--- src/rtl/snn_core_param.sv ---
// Two-layer binary-input inference core with configurable layer sizes.
// Streams pixels and weights from external synchronous memories and reports the arg-max output.
module snn_core_param #(
  parameter int N_IN  = 784,
  parameter int N_HID = 32,
  parameter int N_OUT = 10,
  parameter int ACC_W = 26
) (
  input  logic                           clk,
  input  logic                           rst,
  input  logic                           start,
  input  logic                           q_input,
  output logic [$clog2(N_IN)-1:0]        addr_input_unit,
  output logic [$clog2(N_IN*N_HID)-1:0]  addr_w_h,
  input  logic [7:0]                     w_h,
  output logic [$clog2(N_HID*N_OUT)-1:0] addr_w_o,
  input  logic [7:0]                     w_o,
  output logic [10:0]                    addr_act,
  input  logic [7:0]                     act_q,
  output logic                           busy,
  output logic                           done,
  output logic [3:0]                     digit,
  output logic [7:0]                     max_act
);

  localparam int IW  = $clog2(N_IN);
  localparam int HW  = $clog2(N_HID);
  localparam int OW  = $clog2(N_OUT);
  localparam int WHW = $clog2(N_IN*N_HID);
  localparam int WOW = $clog2(N_HID*N_OUT);
  localparam logic signed [ACC_W-1:0] ACT_HI = ACC_W'(12'sd1023);
  localparam logic signed [ACC_W-1:0] ACT_LO = ACC_W'(-12'sd1024);

  typedef enum logic [3:0] {
    S_IDLE, S_HID_MAC, S_HID_DRAIN, S_HID_ACT, S_HID_WR,
    S_OUT_MAC, S_OUT_DRAIN, S_OUT_ACT, S_OUT_WR, S_DONE
  } state_t;

  state_t                   state_r;
  logic [IW-1:0]            i_r;
  logic [HW-1:0]            h_r;
  logic [OW-1:0]            o_r;
  logic [WHW-1:0]           wh_addr_r;
  logic [WOW-1:0]           wo_addr_r;
  logic [10:0]              act_addr_r;
  logic                     busy_r;
  logic                     done_r;
  logic [3:0]               digit_r;
  logic [7:0]               max_act_r;
  logic signed [ACC_W-1:0]  acc_r;
  logic                     prod_vld_r;
  logic [7:0]               hid_op_r;
  logic [7:0]               hidden_r [N_HID];

  logic                     out_phase_s;
  logic [7:0]               op_a_s;
  logic [7:0]               op_b_s;
  logic signed [16:0]       prod_s;
  logic signed [ACC_W-1:0]  acc_next_s;
  logic signed [ACC_W-1:0]  acc_shift_s;
  logic [10:0]              act_addr_s;
  logic                     i_last_s;
  logic                     h_last_s;
  logic                     o_last_s;

  assign i_last_s = (i_r == IW'(N_IN - 1));
  assign h_last_s = (h_r == HW'(N_HID - 1));
  assign o_last_s = (o_r == OW'(N_OUT - 1));

  assign addr_input_unit = i_r;
  assign addr_w_h        = wh_addr_r;
  assign addr_w_o        = wo_addr_r;
  assign addr_act        = act_addr_r;
  assign busy            = busy_r;
  assign done            = done_r;
  assign digit           = digit_r;
  assign max_act         = max_act_r;

  // Operand select, signed MAC step and clamped LUT address of the next accumulator value
  always_comb begin
    out_phase_s = (state_r == S_OUT_MAC) || (state_r == S_OUT_DRAIN);
    if (out_phase_s) begin
      op_a_s = hid_op_r;
      op_b_s = w_o;
    end else begin
      op_a_s = q_input ? 8'hFF : 8'h00;
      op_b_s = w_h;
    end
    prod_s      = $signed({9'b0, op_a_s}) * $signed({{9{op_b_s[7]}}, op_b_s});
    acc_next_s  = acc_r + {{(ACC_W-17){prod_s[16]}}, prod_s};
    acc_shift_s = acc_next_s >>> 3'd7;
    if (acc_shift_s > ACT_HI) begin
      act_addr_s = 11'd2047;
    end else if (acc_shift_s < ACT_LO) begin
      act_addr_s = 11'd0;
    end else begin
      act_addr_s = acc_shift_s[10:0] + 11'd1024;
    end
  end

  // Sequencer: state, loop counters, memory addresses, status and arg-max result
  always_ff @(posedge clk) begin
    if (rst) begin
      state_r   <= S_IDLE;
      i_r       <= '0;
      h_r       <= '0;
      o_r       <= '0;
      wh_addr_r <= '0;
      wo_addr_r <= '0;
      busy_r    <= 1'b0;
      done_r    <= 1'b0;
      digit_r   <= 4'd0;
      max_act_r <= 8'd0;
    end else begin
      done_r <= 1'b0;
      case (state_r)
        S_IDLE: begin
          i_r       <= '0;
          h_r       <= '0;
          o_r       <= '0;
          wh_addr_r <= '0;
          wo_addr_r <= '0;
          if (start) begin
            state_r <= S_HID_MAC;
            busy_r  <= 1'b1;
          end else begin
            state_r <= S_IDLE;
            busy_r  <= 1'b0;
          end
        end
        S_HID_MAC: begin
          if (i_last_s) begin
            i_r       <= '0;
            state_r   <= S_HID_DRAIN;
            // h*N_IN+i runs contiguously across units, so only the final unit wraps
            wh_addr_r <= h_last_s ? '0 : wh_addr_r + WHW'(1'b1);
          end else begin
            i_r       <= i_r + IW'(1'b1);
            wh_addr_r <= wh_addr_r + WHW'(1'b1);
          end
        end
        S_HID_DRAIN: state_r <= S_HID_ACT;
        S_HID_ACT:   state_r <= S_HID_WR;
        S_HID_WR: begin
          if (h_last_s) begin
            h_r     <= '0;
            state_r <= S_OUT_MAC;
          end else begin
            h_r     <= h_r + HW'(1'b1);
            state_r <= S_HID_MAC;
          end
        end
        S_OUT_MAC: begin
          if (h_last_s) begin
            h_r       <= '0;
            state_r   <= S_OUT_DRAIN;
            wo_addr_r <= o_last_s ? '0 : wo_addr_r + WOW'(1'b1);
          end else begin
            h_r       <= h_r + HW'(1'b1);
            wo_addr_r <= wo_addr_r + WOW'(1'b1);
          end
        end
        S_OUT_DRAIN: state_r <= S_OUT_ACT;
        S_OUT_ACT:   state_r <= S_OUT_WR;
        S_OUT_WR: begin
          if ((o_r == {OW{1'b0}}) || (act_q > max_act_r)) begin
            max_act_r <= act_q;
            digit_r   <= 4'(o_r);
          end
          if (o_last_s) begin
            o_r     <= '0;
            done_r  <= 1'b1;
            state_r <= S_DONE;
          end else begin
            o_r     <= o_r + OW'(1'b1);
            state_r <= S_OUT_MAC;
          end
        end
        S_DONE: begin
          busy_r  <= 1'b0;
          state_r <= S_IDLE;
        end
        default: begin
          busy_r  <= 1'b0;
          state_r <= S_IDLE;
        end
      endcase
    end
  end

  // Datapath: memory data arrives one cycle after its address, hence the product-valid delay
  always_ff @(posedge clk) begin
    if (rst) begin
      acc_r      <= '0;
      prod_vld_r <= 1'b0;
      hid_op_r   <= 8'd0;
      act_addr_r <= 11'd0;
    end else begin
      prod_vld_r <= (state_r == S_HID_MAC) || (state_r == S_OUT_MAC);
      if (state_r == S_OUT_MAC) begin
        hid_op_r <= hidden_r[h_r];
      end
      case (state_r)
        S_IDLE, S_HID_WR, S_OUT_WR: acc_r <= '0;
        default: begin
          if (prod_vld_r) begin
            acc_r <= acc_next_s;
          end
        end
      endcase
      if ((state_r == S_HID_DRAIN) || (state_r == S_OUT_DRAIN)) begin
        act_addr_r <= act_addr_s;
      end
    end
  end

  // Hidden activation store, written once per hidden unit
  always_ff @(posedge clk) begin
    if (state_r == S_HID_WR) begin
      hidden_r[h_r] <= act_q;
    end
  end

endmodule

--- config.mk ---
export PLATFORM = sky130hd
export DESIGN_NAME = snn_core_param
export DESIGN_NICKNAME = d
export VERILOG_FILES = /design/src/rtl/snn_core_param.sv
export SDC_FILE = /design/constraint.sdc
export NUM_CORES = 1
export LEC_CHECK = 0
export ABC_AREA = 1
export BUFFER_PORTS_ARGS = -buffer_cell sky130_fd_sc_hd__buf_4
export CORE_ASPECT_RATIO = 1.1
export CORE_MARGIN = 2
export CORE_UTILIZATION = 51
export CTS_BUF_LIST = sky130_fd_sc_hd__clkbuf_8
export DETAILED_ROUTE_END_ITERATION = 10
export PLACE_DENSITY = 0.66
export RECOVER_POWER = 100
export SETUP_SLACK_MARGIN = 0.05
export SLEW_MARGIN = 20
export SYNTH_ARGS = -nofsm -noshare
export SYNTH_HDL_FRONTEND = slang
export SYNTH_SLANG_ARGS = --single-unit
--- constraint.sdc ---
create_clock -name clk -period 15.8 [get_ports clk]
set_clock_uncertainty 0.05 [all_clocks]
set_input_delay 3.16 -clock clk [delete_from_list [all_inputs] [get_ports clk]]
set_output_delay 3.16 -clock clk [all_outputs]
set_load 0.05 [all_outputs]
==> results of run 1 <==
[state kept, by name (all words and copies together) (netlist names)]
register and cells:
addr_input_unit 10, acc_r 26, addr_w_h 15, hidden_r 256, hid_op_r 8, digit 4, addr_act 11, state_r 4
done 1, prod_vld_r 1, addr_w_o 9, max_act 8, o_r 4, busy 1, h_r 5
[worst min path at each step]
stage	startpoint	end	slack [ns]	cells past startpoint
global placement	acc_r[0]	acc_r[0]	0.41	2
CTS	acc_r[0]	acc_r[0]	0.42	2
detailed placement	acc_r[0]	acc_r[0]	0.41	2
global route	acc_r[0]	acc_r[0]	0.45	2
floorplan	acc_r[0]	acc_r[0]	0.40	2
finish	acc_r[0]	acc_r[0]	0.42	2
[worst min-delay path: cells and delay by family, from the launching register on]
family	cells	cell delay, ns
flip-flops	1	0.31
AO/OA/AOI/OAI	1	0.05
AND/OR/NAND/NOR	1	0.06
[cells in the final DEF, fill, tap and decap left out, types with 6 or more instances in the layout]
cell      count
nand2_1     332
nor2_1      316
inv_1       293
edfxtp_1    256
o21ai_0     208
dfxtp_1     105
a21oi_1      89
ha_1         87
clkbuf_1     72
clkbuf_8     67
o22ai_1      65
nand3_1      40
fa_1         38
nand4_1      24
buf_4        21
xor2_1       20
xnor2_1      13
nor3_1       13
o211ai_1     13
inv_2        11
a221oi_1     10
o21ai_2       9
a211oi_1      9
clkinv_1      6
clkinv_2      6
a31oi_1       6
nor2_2        6
[through the flow]
stage | cell area (sq um) | utilization (%)
after floorplan | 18960 | -
after global routing | 20850 | 56.44
final | 20850 | 56.44
after CTS | 21170 | 57.31
after global placement | 20030 | 54.21
after detailed placement | 20030 | 54.21
[layout make-up]
| type | count | area (sq um) |
|---|---|---|
| clock inverter | 42 | 222.7 |
| timing repair buffer | 94 | 435.4 |
| inverter | 278 | 1045 |
| tap | 494 | 618.1 |
| clock buffer | 67 | 922.1 |
| fill | 3346 | 16090 |
| sequential | 363 | 9834 |
| multi-input combinational | 1352 | 7772 |
[power breakdown]
group | switching [mW] | internal [mW] | leakage [nW]
Combinational | 0.568 | 0.260 | 4.71
Clock | 0.377 | 0.405 | 0.693
Sequential | 0.0144 | 1.03 | 3.17
Total | 0.959 | 1.70 | 8.57
[kinds of logic after synthesis]
logic type | Yosys count
xor+xnor | 33
buf+inv | 343
flops | 363
compound gates | 432
simple gates | 762
fa+ha+maj | 125
[per-layer routing]
layer | share of wire (%) | track usage (%) | wire, um
met1 | 42 | 31.16 | 20060
met2 | 50 | 44.63 | 23690
met3 | 5.0 | 3.634 | 2355
met4 | 2.4 | 7.508 | 1135
met5 | 0 | 0 | 0
==> run metrics, run 1 <==
status=finished, violations left; failing checks=capacitance limit, slew limit; CP dominant cell by count=nand2_1; dominant cell type by area after synthesis=edfxtp_1; WS Path Type=primary input to flop; root buf cell=clkbuf_8; total number of yosys warnings=0; largest net degree at the start of global routing=72; Initial Util=51.33%; CTS Buffer Depth=3; Worst-Margin Slew=3.322 ns; Main synth FF type=edfxtp_1; Crit path depth=38; initial DRC count=1265; Yosys cell types=60; Overall Global Routing Usage=between 20% and 30%; Post-synth EDFFs=~260; Worst Setup End Kind=flop; worst path required time=around 16 ns; final slew viol count=470; RSZ-0062 raised after global routing=no; Worst-path clk slew=0.06 ns; Startpoint Class=primary input; TNS Setup=0 ns; CP Buf/Inv Count=8; asr flop ratio synth=0%; delay-heaviest family, CP=adder cells; vias in the first global route=~14k; IO buf count=86; DRT Pass-1 Iters=5; Slowest-stage cell, CP=a21oi_1; Critical path origin=q_input; pwr dens=127.4 nW/um^2; Rows=74; post-synth top area share=40.54%; first-pass GRT wire length=75.77 mm; Fin. Hold Viols=0; Final Worst Setup Slack=5.611 ns; CTS sink count=363; fmax=98.15 MHz; CTS tree=yes; number of diodes=0; Synth area leaders=edfxtp_1 (41%), dfxtp_1 (11%), nand2_1 (6.5%); R2R Path End=addr_act[5]; Routed WL=47.24 mm; largest family of logic cells by synthesized area=simple AND/OR/NAND/NOR gates; CTS buffer count=58; placed insts=2581; Worst R2R Start=state_r[1]; initial antenna violation count=0; H-tree levels=2; leak pwr=8.567 nW; Final GP Congestion=0.9375; top cells by count, synth=nand2_1 (328), nor2_1 (316), inv_1 (265); hold buffers post-CTS=0; Yosys reg bits=~360; per-cell routed wire length=17.56 um; VDD IR max=101.3 uV; Critical Path Max Stage Delay=between 0.6 and 0.7 ns; Max Cap Viol=13; Chip Height=206.2 um; worst hold-check path type=flop to flop; Seq/Total Area, Yosys=51.83%; complex-gate fraction of the synthesized area=13.12%; Synth Area in Simple Gates=16.86%; Final ANT Viol Nets=0; Syn Inst Count=2058; clock latency on the worst-skew pair=about 0.67 ns; Final setup viols=0; drt drc=0; post-CTS setup buffer count=0; count leader, synth=nand2_1; core footprint=36940 sq um; Die Wd=approximately 190 um; via/cell ratio=5.430; Vias=14.61k; total gr overflow=0; Final HPWL DP=31.36 mm; net count after synthesis=about 2.2k; CTS resizes=0; Synth Area in Adders=slightly below 10%; area added between synthesis and finish=9.950%; Worst Path Max Fanout=10; pre-CTS setup slack=5.936 ns; Final Power=between 2 and 3 mW; share of layout cells above drive strength 1=6.831%; Mapped Area=18960 sq um; XOR/XNOR share of the synthesized area=1.524%; setup slack, reg-to-reg=around 6.5 ns; Slew Limit Headroom=-121.5%; fin crit share=approximately 64%; FF-to-FF path depth=43; Ports=87; post-synthesis mux area share=0%; Worst Setup EP=addr_act[5]; Layout Nets=2300; Worst EP arrival=~11 ns; minimum clock period=between 10 and 15 ns; Final Non-Filler Cells=2690; area of the die=between 30000 and 40000 sq um; WHS=0.4168 ns; Post-Syn Area per Cell=approximately 9.2 sq um
Note: power is estimated with default switching activity, not from simulation.
==> run 2, diff against run 1 <==
--- a/config.mk
+++ b/config.mk
@@ -5,7 +5,7 @@
 export SDC_FILE = /design/constraint.sdc
 export NUM_CORES = 1
 export LEC_CHECK = 0
-export ABC_AREA = 1
+export ABC_AREA = 0
 export BUFFER_PORTS_ARGS = -buffer_cell sky130_fd_sc_hd__buf_4
 export CORE_ASPECT_RATIO = 1.1
 export CORE_MARGIN = 2
==> constraint.sdc (replaced) <==
create_clock -name clk -period 10.1 [get_ports clk]
set_clock_uncertainty 0.05 [all_clocks]
set_input_delay 2.02 -clock clk [delete_from_list [all_inputs] [get_ports clk]]
set_output_delay 2.02 -clock clk [all_outputs]
set_load 0.05 [all_outputs]
==> run 2 against run 1 <==
The flow still finishes with violations (capacitance limit, slew limit). Register-to-register slack worse by 5.5 ns. Power up 39%. Flip-flop and latch count unchanged. Routed wire length down 15%. Clock power up 50%. Global-route usage down 2.8 points. Hold slack worse by 0.024 ns. Count of clock-buffer cells in the layout down 8. Cell count down 21%. Critical endpoint is now addr_act[2]. Largest power group unchanged.
==> run metrics, run 2 <==
status=finished, violations left; failing checks=capacitance limit, slew limit; root buf cell=clkbuf_8; hold path startpoint=addr_act[0]; H-tree levels=2 (unchanged); largest net degree at the start of global routing=65 (-9.7%); WS Path Type=flop to flop; Layout Nets=1745 (-24%); final slew viol count=345 (-27%); drt drc=0 (unchanged); Post-synth EDFFs=256 (unchanged); CTS buffer count=58 (unchanged); post-CTS setup buffer count=0 (unchanged); Worst Hold End=addr_act[0]; CTS tree=yes; Overall Global Routing Usage=22.01% (-2.8 points); CTS resizes=0 (unchanged); Worst-Margin Slew=3.050 ns (-0.2720 ns); via/cell ratio=5.607 (+3.3%); Final GP Congestion=0.8447 (-9.9%); Yosys reg bits=363 (unchanged); Critical Path Max Stage Delay=0.69 ns (+0.03 ns); leak pwr=7.394 nW (-14%); per-cell routed wire length=18.89 um (+7.6%); fill count=2955 (-12%); first-pass GRT wire length=63.78 mm (-16%); core footprint=35220 sq um (-4.7%); dominant cell type by area after synthesis=edfxtp_1; clock latency on the worst-skew pair=0.68 ns (about the same); count leader, synth=edfxtp_1; Syn Inst Count=1484 (-28%); net count after synthesis=1637 (-26%); Rows=72 (-2.7%); Worst R2R Start=state_r[1]; total number of yosys warnings=0 (unchanged); number of flip-flops under the largest register name=256 (unchanged); Die Wd=184.4 um (-1.8%); Seq/Total Area, Yosys=53.84% (+2.0 points); Worst EP arrival=9.61 ns (-1.01 ns); CTS sink count=363 (unchanged); hold buffers post-CTS=0 (unchanged); number of diodes=0 (unchanged); setup slack, reg-to-reg=0.97 ns (-5.51 ns); RSZ-0062 raised after global routing=no; top cells by count, synth=edfxtp_1 (256), nor2_1 (207), dfxtp_1 (107); post-synth top area share=42.11% (+1.6 points); Final setup viols=0 (unchanged); Final HPWL DP=26.55 mm (-15%); total gr overflow=0 (unchanged); Routed WL=40.11 mm (-15%); minimum clock period=9.131 ns; Chip Height=202.4 um (-1.8%); VDD IR max=200.2 uV (+98%); Mapped Area=18260 sq um (-3.7%); area occupied by multi-input gates=7812 sq um (+0.52%); Ports=87 (unchanged); Max Cap Viol=9 (-4); Startpoint Class=flop; Slew Limit Headroom=-103.3% (+18 points); Initial Util=51.83% (+0.50 points); Fin. Hold Viols=0 (unchanged); Post-Syn Area per Cell=12.30 sq um (+34%); Worst Path Max Fanout=15 (+5); fin crit share=90.41%; worst hold-check path type=flop to flop; DRT Pass-1 Iters=5 (unchanged); area added between synthesis and finish=10.71%; asr flop ratio synth=0% (unchanged); Worst Setup End Kind=flop; initial DRC count=699 (-45%); commonest non-fill, non-tap cell in the layout=edfxtp_1; worst path required time=10.58 ns (-5.65 ns); TNS Setup=0 ns (unchanged); vias in the first global route=11.89k (-17%); placed insts=2013 (-22%); Synth area leaders=edfxtp_1 (42%), dfxtp_1 (12%), mux4_2 (8.0%); commonest cells after routing, fill and taps aside=edfxtp_1 (256), nor2_1 (207), inv_1 (105), dfxtp_1 (105), nand2_1 (88); FF-to-FF path depth=34 (-21%); Main synth FF type=edfxtp_1; Worst-path clk slew=0.06 ns (about the same); fmax=between 100 and 150 MHz; share of layout cells above drive strength 1=12.85% (+6.0 points); WHS=0.3925 ns (-0.02427 ns); area of the die=37330 sq um (-3.7%); R2R Path End=addr_act[2]; Yosys cell types=80 (+33%); Vias=11.90k (-19%); Slowest-stage cell, CP=a21oi_2; Final Non-Filler Cells=2123 (-21%); cell depth of the worst hold path=2 (unchanged); largest register by flop count=hidden_r; CTS Buffer Depth=3 (unchanged); pwr dens=183.2 nW/um^2 (+44%); Final ANT Viol Nets=0 (unchanged); IO buf count=86 (unchanged); initial antenna violation count=0 (unchanged); Register Area=9834 sq um (unchanged)
-- run 2: changes by cell type after synthesis, moves of 14 or more --
cell,change
o21ai_0,-164
a21oi_1,-17
o22ai_1,-65
and3_1,+16
a21o_1,+19
nor2_1,-109
nand2_1,-240
mux4_2,+65
nand4_1,-14
mux2i_1,+45
and2_1,+17
inv_1,-181
-- run 2: metal layers --
layer  wire length, um  up-vias  GRT usage, %
li1                  -     5665             -
met1             17080     5815         28.71
met2             19580      338         37.06
met3              2380       85         3.766
met4              1069        0         7.971
met5                 0        -             0
-- run 2: metrics by stage --
stage               utilization, %  power [mW]  setup slack (ns)  cell area, sq um
floorplan                        -       2.386             1.001             18260
finish                       57.38       3.702            0.9689             20210
detailed placement           55.20       2.582            0.3668             19440
CTS                          58.26       3.757            0.9703             20520
global route                 57.38       3.922            0.1592             20210
global placement             55.20       2.568            0.5136             19440
-- run 2: cell families (layout without fill, tap and decap cells) --
group                    after synthesis  count (layout)  share of synthesized area (%)
AO/OA/AOI/OAI                        231             231                          8.471
XOR/XNOR                              43              43                          2.104
adder cells (fa/ha/maj)              125             125                          10.13
buffers and inverters                147             305                          3.105
flip-flops                           363             363                          53.84
multiplexers                         113             113                          10.67
AND/OR/NAND/NOR                      462             462                          11.68
-- run 2: final cells by class --
type	count	area share, %
Clock buffer	59	4.018
Clock inverter	51	1.312
Inverter	85	1.579
Multi-Input combinational cell	974	38.65
Sequential cell	363	48.66
Tap cell	481	2.978
Timing Repair Buffer	110	2.804
-- run 2: worst max-delay path by stage --
stage                  end        from
3_5_place_dp   addr_act[2]     q_input
2_1_floorplan  addr_act[9]     q_input
5_1_grt        addr_act[6]  state_r[1]
6_report       addr_act[2]  state_r[1]
4_1_cts        addr_act[9]  state_r[1]
3_3_place_gp   addr_act[9]     q_input
-- run 2: where the power goes --
| part | internal [mW] | switching, mW | total, mW |
|---|---|---|---|
| logic | 0.353 | 0.559 | 0.913 |
| clock network | 0.576 | 0.591 | 1.17 |
| registers | 1.61 | 0.0156 | 1.62 |
-- run 2: worst max-delay path: cells and delay by family (launching register included) --
family          cells  cell delay [ns]
compound gates     15             3.40
xor+xnor            1             0.14
fa+ha+maj           6             2.57
buf+inv             5             0.42
flops               1             0.63
simple gates        7             1.78
==> run 3, diff against run 2 <==
--- a/config.mk
+++ b/config.mk
@@ -12,7 +12,7 @@
 export CORE_UTILIZATION = 51
 export CTS_BUF_LIST = sky130_fd_sc_hd__clkbuf_8
 export DETAILED_ROUTE_END_ITERATION = 10
-export PLACE_DENSITY = 0.66
+export PLACE_DENSITY = 0.76
 export RECOVER_POWER = 100
 export SETUP_SLACK_MARGIN = 0.05
 export SLEW_MARGIN = 20
==> run 3 against run 2 <==
The run still ends with capacitance limit, slew limit left. Critical path type is now primary input to flop. Setup slack lost 0.25 ns. Core utilization is essentially flat. Power grew 0.12%. Count of clock-buffer cells in the layout shrank 2. Critical endpoint is now addr_act[5]. Clock power is essentially flat. Routed wire length shrank 1.4%.
==> run metrics, run 3 (synthesis gave the netlist of run 2 again) <==
WS Path Type=primary input to flop; largest register by flop count=hidden_r; CTS sink count=363 (unchanged); net load switching power=1.144 mW (-1.9%); worst hold-check path type=flop to flop; FF-to-FF path depth=32 (-5.9%); root buf cell=clkbuf_8; core footprint=35220 sq um (unchanged); clock power share=31.4% (about the same); Worst Setup End Kind=flop; initial antenna violation count=0 (unchanged); worst path required time=10.56 ns (-0.02 ns); Pint=2.563 mW (+1.1%); minimum clock period=9.381 ns (+0.2501 ns); met2 Use GR=37.49% (+0.43 points); CTS Buffer Depth=3 (unchanged); placed insts=2012 (-0.050%); R2R Path End=addr_act[5]; first-pass GRT wire length=63.87 mm (+0.13%); Final ANT Viol Nets=0 (unchanged); via/cell ratio=5.697 (+1.6%); area of the die=37330 sq um (unchanged); number of flip-flops under the largest register name=256 (unchanged); Ports=87 (unchanged); CTS tree=yes; Worst R2R Start=state_r[2]; power share of the combinational group=24.8% (+0.2 points); Chip Height=202.4 um (unchanged); Layout Nets=1742 (-0.17%); layer with the highest usage=met2; Worst EP arrival=9.84 ns (+0.23 ns); DRT Pass-1 Iters=5 (unchanged); WHS=0.3979 ns (+0.005386 ns); final slew viol count=415 (+20%); fmax=106.6 MHz (-2.7%); Startpoint Class=primary input; Routed WL=39.57 mm (-1.4%); Worst Path Max Fanout=10 (-5); Slowest-stage cell, CP=fa_1; CTS resizes=0 (unchanged); hold buffers post-CTS=0 (unchanged); H-tree levels=2 (unchanged); Slew Limit Headroom=-174.5% (-71 points); TNS Setup=0 ns (unchanged); Fin. Hold Viols=0 (unchanged); Final Non-Filler Cells=2115 (-0.38%); commonest cells after routing, fill and taps aside=edfxtp_1 (256), nor2_1 (207), dfxtp_1 (106); area added between synthesis and finish=10.64% (about the same); Worst Setup EP=addr_act[5]; Vias=12.05k (+1.2%); CP dominant cell by count=fa_1; Final setup viols=0 (unchanged); pwr dens=183.5 nW/um^2 (+0.19%); failing checks=capacitance limit, slew limit; Critical path origin=q_input; CTS buffer count=56 (-3.4%); commonest non-fill, non-tap cell in the layout=edfxtp_1; leak pwr=7.365 nW (-0.39%); met1 Usage GRT=27.92% (-0.79 points); vias in the first global route=12.25k (+3.1%); Critical Path Max Stage Delay=0.55 ns (-0.14 ns); Flop pwr share=43.8% (about the same); clock latency on the worst-skew pair=0.63 ns (-0.05 ns); fin crit share=92.88% (+2.5 points); Worst-Margin Slew=4.118 ns (+1.068 ns); Worst-path clk slew=0.06 ns (about the same); Initial Util=51.83% (unchanged); share of layout cells above drive strength 1=12.30% (-0.55 points); status=finished, violations left; post-CTS setup buffer count=0 (unchanged); Max Cap Viol=10 (+1); RSZ-0062 raised after global routing=no; Rows=72 (unchanged); VDD IR max=125.0 uV (-38%); Final Worst Setup Slack=0.7188 ns (-0.2501 ns); largest net degree at the start of global routing=70 (+7.7%); routing usage on met3=3.495% (-0.27 points); number of diodes=0 (unchanged); Die Wd=184.4 um (unchanged); pre-CTS setup slack=0.3163 ns (-0.05058 ns); Overall Global Routing Usage=21.81% (-0.21 points); total gr overflow=0 (unchanged); setup slack, reg-to-reg=1.00 ns (+0.03 ns); per-cell routed wire length=18.71 um (-0.99%); initial DRC count=1114 (+59%); drt drc=0 (unchanged); Final GP Congestion=0.9044 (+7.1%); Final HPWL DP=26.33 mm (-0.82%); sw frac=30.85% (-0.65 points); Final Power=3.707 mW (+0.12%); IO buf count=86 (unchanged)
==> run 3: cell types whose count changed in the layout (fill, tap and decap cells not counted), moves of 2 or more <==
cell,before,now
bufinv_16,1,3
clkbuf_8,59,57
clkbuf_1,69,72
o21ai_1,5,7
o21ai_0,47,45
clkinv_2,8,4
buf_4,41,37
==> run 3: per-stage QoR <==
| step | instance area (sq um) | util (%) |
|---|---|---|
| floorplan | 18260 | - |
| finish | 20200 | 57.35 |
| detailed placement | 19440 | 55.18 |
| global placement | 19440 | 55.18 |
| CTS | 20500 | 58.19 |
| global route | 20200 | 57.35 |
==> run 3: worst min path at each step <==
stage	from	end	cells past startpoint
5_1_grt	addr_act[9]	addr_act[9]	2
3_3_place_gp	addr_act[9]	addr_act[9]	2
6_report	addr_act[9]	addr_act[9]	2
4_1_cts	addr_act[1]	addr_act[1]	2
2_1_floorplan	acc_r[16]	acc_r[16]	2
3_5_place_dp	addr_act[1]	addr_act[1]	2
==> run 3: area by class of cell <==
| class | instances | area (sq um) |
|---|---|---|
| Clock buffer | 57 | 784.5 |
| Fill cell | 2919 | 15020 |
| Clock inverter | 46 | 276.5 |
| Timing Repair Buffer | 109 | 548.0 |
| Inverter | 85 | 319.1 |
| Tap cell | 481 | 601.8 |
| Multi-Input combinational cell | 974 | 7836 |
| Sequential cell | 363 | 9833 |
==> run 3: power groups by stage <==
stage               registers [mW]  clock network (mW)  logic, mW
finish                        1.62                1.17      0.919
global route                  1.62                1.25       1.05
CTS                           1.62                1.19      0.937
detailed placement            1.65                   0      0.929
global placement              1.65                   0      0.911
floorplan                     1.67                   0      0.716
==> run 3: metal layers <==
metal,vias up,part of all wire (%),wire [um]
met5,-,0,0
met4,0,2.8,1102
met3,85,6.4,2517
met2,398,50,19950
met1,5909,40,16000
li1,5657,-,-
==> run 3: worst max-delay path, delay by kind of cell <==
family | cells | cell delay, ns
adder cells (fa/ha/maj) | 6 | 2.78
AO/OA/AOI/OAI | 11 | 2.73
AND/OR/NAND/NOR | 6 | 1.03
buffers and inverters | 6 | 0.94
XOR/XNOR | 1 | 0.33
